<file path="config.mk">
export PLATFORM = sky130hd
export DESIGN_NAME = amiga_reset_ctl
export DESIGN_NICKNAME = d
export VERILOG_FILES = /design/src/rtl/amiga_reset_ctl.sv
export SDC_FILE = /design/constraint.sdc
export NUM_CORES = 1
export LEC_CHECK = 0
export CORE_MARGIN = 2
export CORE_UTILIZATION = 63
export CTS_BUF_LIST = sky130_fd_sc_hd__clkbuf_2
export CTS_CLUSTER_SIZE = 25
export DETAILED_ROUTE_END_ITERATION = 8
export PLACE_DENSITY = 0.9
export SLEW_MARGIN = 20
export SYNTH_ARGS = -nofsm -noshare
export SYNTH_HDL_FRONTEND = slang
export SYNTH_SLANG_ARGS = --single-unit
</file>
<file path="constraint.sdc">
create_clock -name C7M -period 3.4 [get_ports C7M]
set_input_delay 0.51 -clock C7M [delete_from_list [all_inputs] [get_ports C7M]]
set_output_delay 0.51 -clock C7M [all_outputs]
set_load 0.05 [all_outputs]
</file>
<file path="src/rtl/amiga_reset_ctl.sv">
`default_nettype none
// +--------------------------------------------------------------------------+
// | amiga_reset_ctl                                                          |
// | Open-drain _RST controller: stretches power, external, keyboard and soft |
// | resets, then exports a clean reset and its cause.                        |
// | Revision: 1.0                                                            |
// +--------------------------------------------------------------------------+
module amiga_reset_ctl #(
  parameter int MIN_PULSE   = 64,
  parameter int SYNC_STAGES = 2,
  parameter int DEB_CYCLES  = 16,
  parameter int HOLDOFF     = 8
) (
  input  logic       C7M,
  input  logic       _PWRRST,
  input  logic       RST_IN,
  output logic       RST_OE,
  input  logic       _KBRST,
  input  logic       SOFT_REQ,
  output logic       RST_ACTIVE,
  output logic [1:0] RST_CAUSE,
  output logic       BUSY
);

  localparam int CNT_MAX = (MIN_PULSE > HOLDOFF) ? MIN_PULSE : HOLDOFF;
  localparam int CNT_W   = $clog2(CNT_MAX + 1);
  localparam int DEB_W   = $clog2(DEB_CYCLES + 1);

  localparam logic [CNT_W-1:0] CNT_TOP    = CNT_W'(CNT_MAX);
  localparam logic [CNT_W-1:0] PULSE_LAST = CNT_W'(MIN_PULSE - 1);
  localparam logic [CNT_W-1:0] HOLD_LAST  = CNT_W'(HOLDOFF - 1);
  localparam logic [DEB_W-1:0] DEB_LAST   = DEB_W'(DEB_CYCLES - 1);

  localparam logic [1:0] CAUSE_PWR  = 2'd0;
  localparam logic [1:0] CAUSE_EXT  = 2'd1;
  localparam logic [1:0] CAUSE_KB   = 2'd2;
  localparam logic [1:0] CAUSE_SOFT = 2'd3;

  typedef enum logic [2:0] {
    S_PWRUP   = 3'd0,
    S_IDLE    = 3'd1,
    S_DRIVE   = 3'd2,
    S_EXT     = 3'd3,
    S_RELEASE = 3'd4,
    S_HOLD    = 3'd5
  } state_t;

  logic [SYNC_STAGES-1:0] rst_sync_q, rst_sync_d;
  logic [SYNC_STAGES-1:0] kb_sync_q, kb_sync_d;
  logic [DEB_W-1:0]       deb_cnt_q, deb_cnt_d;
  logic                   kb_deb_q, kb_deb_d;
  state_t                 state_q, state_d;
  logic [CNT_W-1:0]       cnt_q, cnt_d;
  logic [1:0]             cause_q, cause_d;
  logic                   oe_q, oe_d;
  logic                   active_q, active_d;
  logic                   busy_q, busy_d;
  logic                   rst_line;
  logic                   kb_line;

  assign rst_line = rst_sync_q[SYNC_STAGES-1];
  assign kb_line  = kb_sync_q[SYNC_STAGES-1];

  // The debounced level only follows after DEB_CYCLES consecutive disagreeing samples.
  always_comb begin
    rst_sync_d = {rst_sync_q[SYNC_STAGES-2:0], RST_IN};
    kb_sync_d  = {kb_sync_q[SYNC_STAGES-2:0], _KBRST};
    kb_deb_d   = kb_deb_q;
    deb_cnt_d  = '0;
    if (kb_line != kb_deb_q) begin
      if (deb_cnt_q == DEB_LAST) begin
        kb_deb_d = kb_line;
      end else begin
        deb_cnt_d = deb_cnt_q + DEB_W'(1);
      end
    end
  end

  always_comb begin
    state_d = state_q;
    cause_d = cause_q;
    cnt_d   = (cnt_q == CNT_TOP) ? cnt_q : cnt_q + CNT_W'(1);
    case (state_q)
      S_PWRUP: begin
        if (cnt_q >= PULSE_LAST) state_d = S_RELEASE;
      end
      S_IDLE: begin
        if (!rst_line) begin
          state_d = S_EXT;
          cause_d = CAUSE_EXT;
        end else if (!kb_deb_q) begin
          state_d = S_DRIVE;
          cause_d = CAUSE_KB;
        end else if (SOFT_REQ) begin
          state_d = S_DRIVE;
          cause_d = CAUSE_SOFT;
        end
      end
      S_EXT: begin
        if (cnt_q >= PULSE_LAST) state_d = S_RELEASE;
      end
      S_DRIVE: begin
        // A held keyboard keeps the line driven past the minimum pulse.
        if ((cnt_q >= PULSE_LAST) && !((cause_q == CAUSE_KB) && !kb_deb_q)) begin
          state_d = S_RELEASE;
        end
      end
      S_RELEASE: begin
        if (rst_line) state_d = S_HOLD;
      end
      S_HOLD: begin
        if (cnt_q >= HOLD_LAST) state_d = S_IDLE;
      end
      default: begin
        state_d = S_PWRUP;
      end
    endcase
    if (state_d != state_q) cnt_d = '0;
    oe_d     = (state_d == S_PWRUP) || (state_d == S_EXT) || (state_d == S_DRIVE);
    active_d = (state_d != S_IDLE);
    busy_d   = (state_d != S_IDLE);
  end

  always_ff @(posedge C7M or negedge _PWRRST) begin
    if (!_PWRRST) begin
      rst_sync_q <= '1;
      kb_sync_q  <= '1;
      deb_cnt_q  <= '0;
      kb_deb_q   <= 1'b1;
      state_q    <= S_PWRUP;
      cnt_q      <= '0;
      cause_q    <= CAUSE_PWR;
      oe_q       <= 1'b1;
      active_q   <= 1'b1;
      busy_q     <= 1'b1;
    end else begin
      rst_sync_q <= rst_sync_d;
      kb_sync_q  <= kb_sync_d;
      deb_cnt_q  <= deb_cnt_d;
      kb_deb_q   <= kb_deb_d;
      state_q    <= state_d;
      cnt_q      <= cnt_d;
      cause_q    <= cause_d;
      oe_q       <= oe_d;
      active_q   <= active_d;
      busy_q     <= busy_d;
    end
  end

  assign RST_OE     = oe_q;
  assign RST_ACTIVE = active_q;
  assign RST_CAUSE  = cause_q;
  assign BUSY       = busy_q;

endmodule
`default_nettype wire
</file>
=== Word-level counts from Yosys, hierarchy flattened ===
Index checks and enable logic that the tools add are counted.

* Register bits after elaboration: 24

* Add/sub/neg operators: 2
* Order comparisons: 2
* Equality and inequality tests: 15
* Muxes and demuxes: 15
* Reductions and logical operators: 11

{| class="wikitable"
|+ Operator list
! kind !! count
|-
| $mux 3 || 7
|-
| $pmux 3 s5 || 1
|-
| $mux 7 || 2
|-
| $eq 3x2->1 const B || 4
|-
| $mux 5 || 2
|-
| $add 7x1->7 const B || 1
|-
| $eq 7x7->1 const B || 1
|-
| $ge 7x3->1 const B || 1
|-
| $ge 7x6->1 const B || 1
|-
| $eq 3x3->1 const B || 2
|-
| $logic_not 3->1 || 2
|-
| $mux 2 || 3
|-
| $add 5x1->5 const B || 1
|-
| $eq 5x4->1 const B || 1
|-
| $reduce_and 2->1 || 2
|-
| $eq 3x1->1 const B || 1
|-
| $ne 3x1->1 const B || 1
|-
| $ne 3x3->1 || 1
|-
| $ne 3x3->1 const B || 1
|-
| $eq 2x2->1 const B || 1
|-
| $logic_and 1x1->1 || 2
|-
| $logic_not 1->1 || 2
|-
| $logic_or 1x1->1 || 2
|-
| $ne 2x1->1 const B || 1
|-
| 2 further kinds || 2
|}

=== Logic depth before layout (Yosys ltp) ===
* Depth after elaboration: 9
* Depth in mapped cells: 7
* Mapped depth without buffers: 7

=== Worst setup path before layout ===
OpenSTA, ideal clock, no wires.

* Path type: reg-to-reg
* From: register cause_q[1] (netlist: RST_CAUSE[1])
* To: register busy_q (netlist: BUSY)
* Library setup time: 88 ps
* Data arrival time: 1631 ps
* Required time: 3312 ps
* Path slack: 1681 ps
* Stages on the path, launching flop included: 5
* Buffers on the path: 0
* Path through: dfrtp_1 nor4b_2 mux2i_1 a31o_2 or3_1

* Cells in the longest elaborated chain, start to end: 7

{| class="wikitable"
|+ Ends and longest elaborated chain
! what !! RTL line !! source
|-
| start, declared || 54 || <nowiki>logic [1:0] cause_q, cause_d;</nowiki>
|-
| start signal, assigned || 143 || <nowiki>cause_q <= cause_d;</nowiki>
|-
| $eq 2x2->1 || 104 || <nowiki>if ((cnt_q >= PULSE_LAST) && !((cause_q == CAUSE_KB) && !kb_deb_q)) begin</nowiki>
|-
| $logic_and 1x1->1 || 104 ||
|-
| $logic_not 1->1 || 104 ||
|-
| $logic_and 1x1->1 || 104 ||
|-
| $mux 3 || 104 ||
|-
| $pmux 3 s5 || 83 || <nowiki>case (state_q)</nowiki>
|-
| named net state_d[2] || 52 || <nowiki>state_t state_q, state_d;</nowiki>
|-
| $ne 3x1->1 || n/a ||
|-
| named net active_d || 56 || <nowiki>logic active_q, active_d;</nowiki>
|-
| end signal, assigned || 146 || <nowiki>busy_q <= busy_d;</nowiki>
|-
| end, declared || 57 || <nowiki>logic busy_q, busy_d;</nowiki>
|}

The timed path passes the listed nets, and every way through them passes these cells.
A chain may end at the register's enable or synchronous reset.

=== Worst setup path after layout ===
* From: register busy_q (netlist: BUSY)
* To: output port BUSY

{| class="wikitable"
|+ RTL lines
! what !! RTL line !! source
|-
| end, declared || 22 || <nowiki>output logic BUSY</nowiki>
|}

No word-level cell between the ends.

==> impl_metrics.json <==
{
  "outcome": "finished, final reports clean",
  "dr.pass1.iters": 4,
  "drive_gt1_share_pct": 15.79,
  "maxSlewViolCount": 0,
  "final_cells": 139,
  "clk_path_buf_depth": 2,
  "synth_area_leader_cell": "dfrtp_1",
  "layout.nets": 123,
  "arrival_ns": 1.67,
  "die_h_um": 46.40,
  "synth_area_leaders": "dfrtp_1, dfstp_2, xor2_1",
  "required_ns": 2.89,
  "place_hpwl_mm": 1.370,
  "gp_congestion": 0.8092,
  "dp_cells": 135,
  "p_per_area_nw_per_um2": 329.5,
  "holdCritPathClass": "in -> async",
  "ys_warn_count": 0,
  "grt_usage_pct": 20.05,
  "dr_total_vias": 759,
  "ios": 10,
  "die_w_um": 46.40,
  "syn_avg_cell_area_um2": 10.99,
  "r2r_start": "cnt_q[3]",
  "syn_area_um2": 1132,
  "via_per_inst": 5.460,
  "start_util_pct": 66.30,
  "ys_async_sr_fraction_pct": 100.0,
  "antenna_found_initial": 0,
  "crit_slowest_cell": "clkdlybuf4s50_1",
  "synth_nets": 111,
  "synth_seq_cells": 24,
  "insertion_delay_ns": 0.32,
  "syn_to_final_growth_pct": 10.61,
  "path_buf_inv": 1,
  "worst_slew_pin_slew_ns": 0.6580,
  "reg2reg_slack_ns": 1.57,
  "antenna_left": 0,
  "die-area_um2": 2153,
  "rsz0062_at_grt": "no",
  "setup_viol": 0,
  "crit_type": "reg -> out",
  "skew_ns": 0.01169,
  "drc": 0,
  "fin_crit_sh_pct": 64.26,
  "startpoint_type": "flip-flop",
  "min_period_ns": 2.185,
  "placementRows": 15,
  "clk_pin_slew_ns": 0.20,
  "portBuffers": 9,
  "grt_max_degree": 25,
  "leakagePower_nw": 0.5530,
  "synth_commonest_cells": "dfrtp_1, nor2_1, dfstp_2, inv_1, xor2_1",
  "cp_cell_sequence": "clkdlybuf4s50_1",
  "crit_family": "buffers and inverters",
  "clock-sinks": 24,
  "slew_headroom_pct": 55.73,
  "ys_seq_area_share_pct": 53.81,
  "initialDrtViolationCount": 13,
  "cts_tree": "done",
  "yosysMostFrequentCell": "dfrtp_1",
  "irDropWorstVdd_mv": 0.3023,
  "post_cts_buffers": 0,
  "drt-total-wl_mm": 1.793,
  "wl_per_cell_um": 12.90,
  "core_area_um2": 1708,
  "ctsResizeCount": 0,
  "yosys.cell_types.count": 38,
  "grt_overflow": 0,
  "reg2reg_depth": 5,
  "end_kind": "output pin",
  "numCtsBuffers": 3,
  "worst-path-max-fanout": 2,
  "synth-edff-count": 0,
  "cts-htree-levels": 1,
  "hold_buffers": 0,
  "hold_viol": 0,
  "fin_setup_tns_ns": 0,
  "synthCells": 103,
  "grt_pass1_vias": 748,
  "rr_endpoint": "RST_OE",
  "fmax_ghz": 0.4577,
  "yosysTopAreaCellShare_pct": 37.57,
  "drv_cap": 0,
  "synth_ff_type": "dfrtp_1",
  "cts-root-buf": "clkbuf_2",
  "fill_cells": 121,
  "cpPeakStageDelay_ns": 0.80,
  "diodes": 0,
  "grt_pass1_wl_mm": 3.084
}
## flip-flops by register name (all words and copies together) (netlist names)
| signal | flops |
|---|---|
| BUSY | 1 |
| RST_CAUSE | 2 |
| RST_OE | 1 |
| cnt_q | 7 |
| deb_cnt_q | 5 |
| kb_deb_q | 1 |
| kb_sync_q | 2 |
| rst_sync_q | 2 |
| state_q | 3 |
## per-stage QoR
stage               power [mW]  worst slack [ns]  instance area [um^2]  utilization (%)  hold WS (ns)
finish                  0.4127             1.215                  1252            73.33        0.1164
CTS                     0.4203             1.194                  1257            73.63        0.3734
global placement        0.3169             1.402                  1239            72.53        0.3457
detailed placement      0.3177             1.362                  1239            72.53        0.3492
floorplan               0.3058             1.681                  1132                -        0.2144
global route            0.4361             1.155                  1252            73.33       0.09408
## cell type report
| type | instances | area, um^2 | share of cell area [%] |
|---|---|---|---|
| sequential | 24 | 609.3 | 48.65 |
| clock buffer | 3 | 15.01 | 1.199 |
| tap | 25 | 31.28 | 2.498 |
| multi-input combinational | 70 | 481.7 | 38.46 |
| inverter | 7 | 26.28 | 2.098 |
| clock inverter | 1 | 3.754 | 0.2997 |
| timing repair buffer | 9 | 85.08 | 6.793 |
## layout by cell type, fill, tap and decap left out, types with 2 or more instances in the layout
cell type	count
a21o_1	2
a21oi_1	6
a31oi_1	2
and2_1	2
and3_1	2
clkbuf_2	3
clkdlybuf4s50_1	8
dfrtp_1	17
dfstp_2	7
ha_1	3
inv_1	7
mux2i_1	2
nand2_1	3
nand3_1	5
nor2_1	12
o21ai_0	2
xor2_1	7
## how the worst max path moves through the flow
stage	from	endpoint	slack [ns]	cells past startpoint
after CTS	BUSY	BUSY	1.19	1
after floorplan	RST_CAUSE[1]	BUSY	1.68	4
final	BUSY	BUSY	1.22	1
after global routing	BUSY	BUSY	1.15	1
after detailed placement	SOFT_REQ	cnt_q[0]	1.36	6
after global placement	SOFT_REQ	cnt_q[4]	1.40	6
## routing by layer
metal | part of all wire [%] | GRT usage, % | up-vias
met2 | 49 | 36.67 | 8
met1 | 48 | 23.88 | 365
met4 | 0.56 | 5.143 | 0
met5 | 0 | 0 | -
li1 | - | - | 384
met3 | 2.3 | 3.529 | 2
## power breakdown
group          switching [mW]  internal, mW  total [mW]
Clock                  0.0751        0.0256       0.101
Combinational         0.00858       0.00645      0.0150
Sequential            0.00371         0.293       0.297
## logic make-up after synthesis
| group | after synthesis | synth area share (%) |
|---|---|---|
| buf+inv | 9 | 3.646 |
| simple gates | 34 | 16.24 |
| mux | 3 | 2.762 |
| xor+xnor | 8 | 6.188 |
| compound gates | 22 | 14.03 |
| fa+ha+maj | 3 | 3.315 |
| flops | 24 | 53.81 |
Power figures use the tool's default switching activity.
